**src/rtl/instr_loader.sv**
```systemverilog
// Byte-stream instruction memory loader: packs bytes big-endian into 32-bit words and
// writes them while holding the CPU in reset. Optional trailing checksum: INSTR_LOADER_CHECKSUM_EN.
module instr_loader #(
    parameter int unsigned DEPTH = 64
) (
    input  logic        clk,
    input  logic        rst_n,
    input  logic        start,
    input  logic [6:0]  n_words,
    input  logic        byte_valid,
    input  logic [7:0]  byte_data,
    output logic        byte_ready,
    output logic        mem_we,
    output logic [31:0] mem_addr,
    output logic [31:0] mem_wdata,
    output logic        cpu_hold,
    output logic        busy,
    output logic        done,
    output logic        error,
    output logic [6:0]  word_count
);

    localparam logic [6:0] MaxWords = 7'(DEPTH);

    typedef enum logic [2:0] {
        StIdle,
        StCollect,
        StWrite,
        StCheck,
        StDone
    } state_e;

    state_e      state_q, state_d;
    logic [6:0]  target_q, target_d;
    logic [6:0]  count_q, count_d;
    logic [1:0]  idx_q, idx_d;
    logic [31:0] word_q, word_d;
    logic        mem_we_q, mem_we_d;
    logic        done_q, done_d;
    logic [6:0]  n_lim;
`ifdef INSTR_LOADER_CHECKSUM_EN
    logic [7:0]  sum_q, sum_d;
    logic        error_q, error_d;
`endif

    assign n_lim = (n_words > MaxWords) ? MaxWords : n_words;

    always_comb begin
        state_d    = state_q;
        target_d   = target_q;
        count_d    = count_q;
        idx_d      = idx_q;
        word_d     = word_q;
        byte_ready = 1'b0;
`ifdef INSTR_LOADER_CHECKSUM_EN
        sum_d      = sum_q;
        error_d    = error_q;
`endif
        unique case (state_q)
            StIdle: begin
                if (start) begin
                    target_d = n_lim;
                    count_d  = '0;
                    idx_d    = '0;
`ifdef INSTR_LOADER_CHECKSUM_EN
                    sum_d    = '0;
                    error_d  = 1'b0;
`endif
                    state_d  = (n_lim == '0) ? StDone : StCollect;
                end
            end
            StCollect: begin
                byte_ready = 1'b1;
                if (byte_valid) begin
                    // Shifting in from the right leaves byte 0 in [31:24] after four bytes.
                    word_d = {word_q[23:0], byte_data};
                    idx_d  = idx_q + 2'd1;
`ifdef INSTR_LOADER_CHECKSUM_EN
                    sum_d  = sum_q + byte_data;
`endif
                    if (idx_q == 2'd3) begin
                        state_d = StWrite;
                    end
                end
            end
            StWrite: begin
                count_d = count_q + 7'd1;
                if (count_d == target_q) begin
`ifdef INSTR_LOADER_CHECKSUM_EN
                    state_d = StCheck;
`else
                    state_d = StDone;
`endif
                end else begin
                    state_d = StCollect;
                end
            end
            StCheck: begin
`ifdef INSTR_LOADER_CHECKSUM_EN
                byte_ready = 1'b1;
                if (byte_valid) begin
                    error_d = (byte_data != sum_q);
                    state_d = StDone;
                end
`else
                state_d = StIdle;
`endif
            end
            StDone: begin
                state_d = StIdle;
            end
            default: begin
                state_d = StIdle;
            end
        endcase
        // Strobes are flopped from the next state so they align exactly with WRITE/DONE.
        mem_we_d = (state_d == StWrite);
        done_d   = (state_d == StDone);
    end

    always_ff @(posedge clk or negedge rst_n) begin
        if (!rst_n) begin
            state_q  <= StIdle;
            target_q <= '0;
            count_q  <= '0;
            idx_q    <= '0;
            word_q   <= '0;
            mem_we_q <= 1'b0;
            done_q   <= 1'b0;
        end else begin
            state_q  <= state_d;
            target_q <= target_d;
            count_q  <= count_d;
            idx_q    <= idx_d;
            word_q   <= word_d;
            mem_we_q <= mem_we_d;
            done_q   <= done_d;
        end
    end

`ifdef INSTR_LOADER_CHECKSUM_EN
    always_ff @(posedge clk or negedge rst_n) begin
        if (!rst_n) begin
            sum_q   <= '0;
            error_q <= 1'b0;
        end else begin
            sum_q   <= sum_d;
            error_q <= error_d;
        end
    end

    assign error = error_q;
`else
    assign error = 1'b0;
`endif

    assign mem_we     = mem_we_q;
    assign done       = done_q;
    assign busy       = (state_q != StIdle);
    assign cpu_hold   = busy;
    assign mem_addr   = {23'b0, count_q, 2'b00};
    assign mem_wdata  = word_q;
    assign word_count = count_q;

endmodule

```
**config.mk**
```make
export PLATFORM = sky130hd
export DESIGN_NAME = instr_loader
export DESIGN_NICKNAME = d
export VERILOG_FILES = /design/src/rtl/instr_loader.sv
export SDC_FILE = /design/constraint.sdc
export NUM_CORES = 1
export LEC_CHECK = 0
export BUFFER_PORTS_ARGS = -buffer_cell sky130_fd_sc_hd__buf_4
export CAP_MARGIN = 20
export CELL_PAD_IN_SITES_DETAIL_PLACEMENT = 0
export CELL_PAD_IN_SITES_GLOBAL_PLACEMENT = 1
export CORE_MARGIN = 2
export CORE_UTILIZATION = 35
export DETAILED_ROUTE_END_ITERATION = 12
export HOLD_SLACK_MARGIN = 0.03
export PLACE_DENSITY = 0.85
export SLEW_MARGIN = 20
export SYNTH_ARGS = -nofsm -noshare
export SYNTH_HDL_FRONTEND = slang
export SYNTH_SLANG_ARGS = --single-unit
```
**constraint.sdc**
```tcl
create_clock -name clk -period 2 [get_ports clk]
set_input_delay 0.4 -clock clk [delete_from_list [all_inputs] [get_ports clk]]
set_output_delay 0.4 -clock clk [all_outputs]
set_load 0.05 [all_outputs]
```
==> impl_metrics.json, run 1 <==
{
  "area_delta_synth_final_pct": 22.3,
  "drtIter0Drc": 56,
  "whs_ns": 0.107,
  "synth-main-ff-cell": "dfrtp_1",
  "async_flop_share_pct": 100,
  "postCtsHoldBufs": 0,
  "fp.coreArea_sq_um": 7180,
  "cts_buffers": 5,
  "grt.overflow.total": 0,
  "place_hpwl_um": 3930,
  "clockBufferDepth": 2,
  "max_slew_margin_pct": 56.1,
  "h-tree-depth": 2,
  "clk_latency_ns": 0.30,
  "rows": 31,
  "synth_seq_area_share_pct": 51.8,
  "initial_core_util_pct": 35.7,
  "cts.sinks": 53,
  "setup_viol": 0,
  "finalCritPeriodShare_pct": 91.5,
  "max_stage_delay_ns": 0.43,
  "drt-vias-per-instance": 4.31,
  "yosys_warnings": 0,
  "criticalPathCategory": "reg -> reg",
  "setup_tns_ns": 0,
  "grt_pass1_wl_um": 8600,
  "diodes": 0,
  "drv_slew": 0,
  "stdcell_count": 451,
  "cts-resized-gates": 0,
  "rrSetupSlack_ns": 0.17,
  "total_power_mw": 5.37,
  "status": "complete, no violations",
  "synth_cells": 290,
  "finalInstanceArea_sq_um": 3130,
  "critPathCaptureType": "flip-flop",
  "start_kind": "flip-flop",
  "dp_cells": 443,
  "antenna_found_initial": 0,
  "ant_nets": 0,
  "cp_data_required_time_ns": 2.19,
  "die_area_sq_um": 8020,
  "place_area_sq_um": 3040,
  "yosys.area.top_type_share_pct": 51.8,
  "max_cap_viol_count": 0,
  "drt-wirelength-per-cell_um": 12.0,
  "grt_pass1_vias": 1789,
  "dp_worst_setup_slack_ns": 0.141,
  "synth_area_sq_um": 2560,
  "dr.pass1.iters": 4,
  "timing.fmax_mhz": 546,
  "setup_slack_ns": 0.170,
  "routed_wl_um": 5410,
  "cp_cell_sequence": "ha_2 > and3_4 > nand3_1 > nor3_1 > o221ai_2 > a221o_1",
  "hold_class": "in -> async",
  "ys_ff_latch": 53,
  "drive_gt1_share_pct": 25.3,
  "rsz0062_at_grt": "false",
  "post_cts_buffers": 0,
  "path_clk_slew_ns": 0.09,
  "min_period_ns": 1.83,
  "final_util_pct": 43.6,
  "ys_top_cells_by_area": "dfrtp_1 52%, nand2_1 18%, buf_4 10%",
  "cts_tree": "yes",
  "crit_arrival_ns": 2.02,
  "worst_pin_slew_ns": 0.659,
  "fin_worst_skew_ns": 0.00727,
  "port_buffers": 69,
  "fin_nets": 372,
  "p_leak_nw": 1.67,
  "drc_errors": 0,
  "power_density_nw_per_um2": 1710,
  "synth.avg_cell_area_sq_um": 8.83,
  "grt_usage_pct": 13.8,
  "max-vdd-ir-drop_uv": 541,
  "gp_congestion": 0.776,
  "cts_root_buffer": "clkbuf_8",
  "grt_max_degree": 54,
  "die_h_um": 89.5,
  "via_count": 1942,
  "finalHoldViolations": 0,
  "synth_edf_count": 0,
  "synth.largest_area_cell": "dfrtp_1",
  "ios": 96,
  "yosysUniqueCellTypes": 33,
  "worst_path_max_delay_cell": "dfrtp_2",
  "die_x_um": 89.5,
  "worstPathMaxFanout": 7
}
-- registers in the layout, summed over array words and instances, names as in the netlist --
signal,count
word_count,7
done,1
idx_q,2
mem_wdata,32
target_q,7
state_q,3
mem_we,1
-- cell type report --
type                       instances  area, sq um
tap                               99          124
timing repair buffer              74          556
clock buffer                       6         72.6
multi-input combinational        216         1030
clock inverter                     2         13.8
inverter                           1         3.75
sequential                        53         1330
fill                             718         4040
-- path summary, 6_finish.rpt --
| check | startpoint | to | cells past startpoint |
|---|---|---|---|
| max in group asynchronous | rst_n | word_count[0] | 1 |
| hold / removal | rst_n | word_count[1] | 1 |
| setup reg to reg | word_count[0] | state_q[0] | 6 |
| setup / recovery | word_count[0] | state_q[0] | 6 |
| hold reg to reg | mem_wdata[29] | mem_wdata[29] | 2 |
| min in group clk | byte_data[3] | mem_wdata[3] | 3 |
-- metal layers --
metal,vias up,track usage [%],wire length (um)
met5,-,0,0
met3,6,2.77,185
li1,992,-,-
met2,51,22.3,2590
met1,893,18.7,2570
met4,0,4.48,56
-- kinds of logic after synthesis --
kind of cell / after synthesis / share of synthesized area, %
adders and majority gates: 2 / 0.977
buffers and inverters: 46 / 11.9
and+or+nand+nor: 151 / 25.2
other: 1 / 0.146
xor gates and xnor gates: 9 / 3.08
muxes: 1 / 0.391
AOI/OAI and AO/OA: 27 / 6.59
DFF: 53 / 51.8
-- worst max-delay path, delay by kind of cell, from the launching register on --
kind                       cells  cell delay (ns)
and+or+nand+nor                3             0.52
DFF                            1             0.43
adders and majority gates      1             0.24
AOI/OAI and AO/OA              2             0.53
-- report_power, final --
part | switching [mW] | internal (mW)
Combinational | 2.10 | 0.847
Clock | 0.343 | 0.250
Sequential | 0.334 | 1.49
-- cell usage after synthesis (2+ instances only) --
library cell	instances
nand2_1	120
dfrtp_1	53
buf_4	34
o21ai_0	15
clkbuf_1	8
nand2b_1	7
xnor2_1	6
nand3_1	5
nor3_1	4
and3_1	3
buf_2	3
nor2_1	3
o22ai_1	3
o31ai_1	3
xor2_1	3
a31oi_1	2
ha_1	2
-- cell usage in the layout (no fill, tap or decap), drive strengths merged --
master / count
inv: 2
a21boi: 1
or3: 1
dfrtp: 53
nand2b: 7
nor3b: 2
clkbuf: 6
nor3: 4
nor4: 1
ha: 2
and2: 1
o31ai: 3
a31oi: 2
xnor2: 6
a221o: 1
clkinv: 1
or4b: 1
nor2: 4
mux2i: 1
or3b: 1
nand2: 120
o21ai: 15
o22ai: 3
buf: 74
xor2: 3
nand3: 5
conb: 26
o211ai: 1
o221ai: 1
and3: 4
Note: power is estimated with default switching activity, not from simulation.
==> run 2: changes to the inputs <==
--- a/config.mk
+++ b/config.mk
@@ -13,7 +13,8 @@
 export CORE_UTILIZATION = 35
 export DETAILED_ROUTE_END_ITERATION = 12
 export HOLD_SLACK_MARGIN = 0.03
-export PLACE_DENSITY = 0.85
+export PLACE_DENSITY = 0.87
+export SETUP_SLACK_MARGIN = 0.02
 export SLEW_MARGIN = 20
 export SYNTH_ARGS = -nofsm -noshare
 export SYNTH_HDL_FRONTEND = slang
==> run 2 against run 1 <==
Net effect: routed wire length rose by 0.39%; final cell count did not move; clock-buffer cell count fell by 1; largest cell class unchanged.
==> impl_metrics.json, run 2 (synthesis gave the netlist of run 1 again) <==
{
  "pwr-share-clk_pct": 11.2,
  "cp_data_required_time_ns": 2.19,
  "antenna_found_initial": 0,
  "p_comb_share_pct": 55.0,
  "drv_slew": 0,
  "cts_root_buffer": "clkbuf_8",
  "seq_power_share_pct": 33.9,
  "clk_latency_ns": 0.30,
  "finalInstanceArea_sq_um": 3140,
  "die_h_um": 89.5,
  "criticalPathCategory": "reg -> reg",
  "setup_tns_ns": 0,
  "setup_viol": 0,
  "dp_cells": 443,
  "via_count": 1973,
  "grt_pass1_vias": 1729,
  "dp_worst_setup_slack_ns": 0.122,
  "finalHoldViolations": 0,
  "worst_pin_slew_ns": 0.669,
  "grt_use_met2_pct": 19.7,
  "total_power_mw": 5.38,
  "status": "complete, no violations",
  "met1_usage_pct": 19.2,
  "postCtsHoldBufs": 0,
  "crit_arrival_ns": 2.04,
  "fin_worst_skew_ns": 0.00922,
  "path_clk_slew_ns": 0.09,
  "cts_tree": "yes",
  "critPathCaptureType": "flip-flop",
  "p_leak_nw": 1.67,
  "drive_gt1_share_pct": 25.6,
  "place_hpwl_um": 3890,
  "drc_errors": 0,
  "layout_commonest_cell": "nand2_1",
  "grt_usage_pct": 13.4,
  "final_util_pct": 43.7,
  "timing.fmax_mhz": 541,
  "grtUsageMet3_pct": 2.31,
  "ios": 96,
  "cts_buffers": 5,
  "switchingPower_mw": 2.80,
  "die_x_um": 89.5,
  "dr.pass1.iters": 4,
  "grt_pass1_wl_um": 8340,
  "initial_core_util_pct": 35.7,
  "port_buffers": 69,
  "rsz0062_at_grt": "false",
  "routed_wl_um": 5430,
  "setup_slack_ns": 0.150,
  "max_cap_viol_count": 0,
  "max-vdd-ir-drop_uv": 535,
  "power_density_nw_per_um2": 1720,
  "cts.sinks": 53,
  "seqCellArea_sq_um": 1330,
  "ant_nets": 0,
  "whs_ns": 0.126,
  "largest_reg_flops": 32,
  "hold_class": "in -> async",
  "area_delta_synth_final_pct": 22.4,
  "rows": 31,
  "fin_nets": 372,
  "diodes": 0,
  "clockBufferDepth": 2,
  "h-tree-depth": 2,
  "gp_congestion": 0.716,
  "worstPathMaxFanout": 7,
  "drtIter0Drc": 76,
  "drt-vias-per-instance": 4.37,
  "grt.overflow.total": 0,
  "switching_share_pct": 52.0,
  "drt-wirelength-per-cell_um": 12.0,
  "min_period_ns": 1.85,
  "busiest_layer": "met2",
  "start_kind": "flip-flop",
  "p_int_mw": 2.58,
  "fp.coreArea_sq_um": 7180,
  "fill_cells": 716,
  "reg2reg_depth": 6,
  "final_cell_mix": "120 x nand2_1, 74 x buf_4, 51 x dfrtp_1",
  "multiInputGateArea_sq_um": 1030,
  "max_slew_margin_pct": 55.4,
  "place_area_sq_um": 3040,
  "finalCritPeriodShare_pct": 92.5,
  "die_area_sq_um": 8020,
  "grt_max_degree": 54,
  "stdcell_count": 451
}
## run 2: cell types whose count changed in the layout (fill, tap and decap cells not counted)
cell | previous run | this run
clkbuf_1 | 1 | 0
clkinvlp_4 | 0 | 1
## run 2: layer usage
layer,up-vias,part of all wire [%]
li1,994,-
met1,907,48
met2,60,45
met3,12,3.9
met4,0,2.2
met5,-,0
## run 2: repair_timing
| action | in CTS | in global routing |
|---|---|---|
| setup endpoints to repair | 0 | 1 |
| setup buffers | 0 | 0 |
| resized for setup | 0 | 1 |
## run 2: final timing paths
kind / from / end / slack (ns)
min reg2reg: mem_wdata[29] / mem_wdata[29] / 0.48
min: rst_n / target_q[3] / 0.13
min in group clk: byte_data[6] / mem_wdata[6] / 0.29
max in group asynchronous: rst_n / word_count[0] / 1.41
max: word_count[0] / state_q[0] / 0.15
max reg2reg: word_count[0] / state_q[0] / 0.15
## run 2: cell type report
cell class,count,area share [%]
Sequential cell,53,42.4
Timing Repair Buffer,74,17.7
Inverter,1,0.120
Clock inverter,3,0.678
Tap cell,99,3.95
Multi-Input combinational cell,216,33.0
Clock buffer,5,2.19
## run 2: critical path, cell delays in order (launching register included)
cell and delay (ns):
dfrtp_2 0.43, ha_2 0.24, and3_4 0.21, nand3_1 0.11, nor3_1 0.22, o221ai_2 0.17, a221o_1 0.36
## run 2: power groups by stage
stage          clock [mW]  combinational, mW  sequential, mW
6_report            0.602               2.96            1.82
5_1_grt             0.665               3.15            1.89
4_1_cts             0.632               2.98            1.82
3_5_place_dp            0               2.97            1.85
3_3_place_gp            0               2.93            1.84
2_1_floorplan           0               1.09            2.90
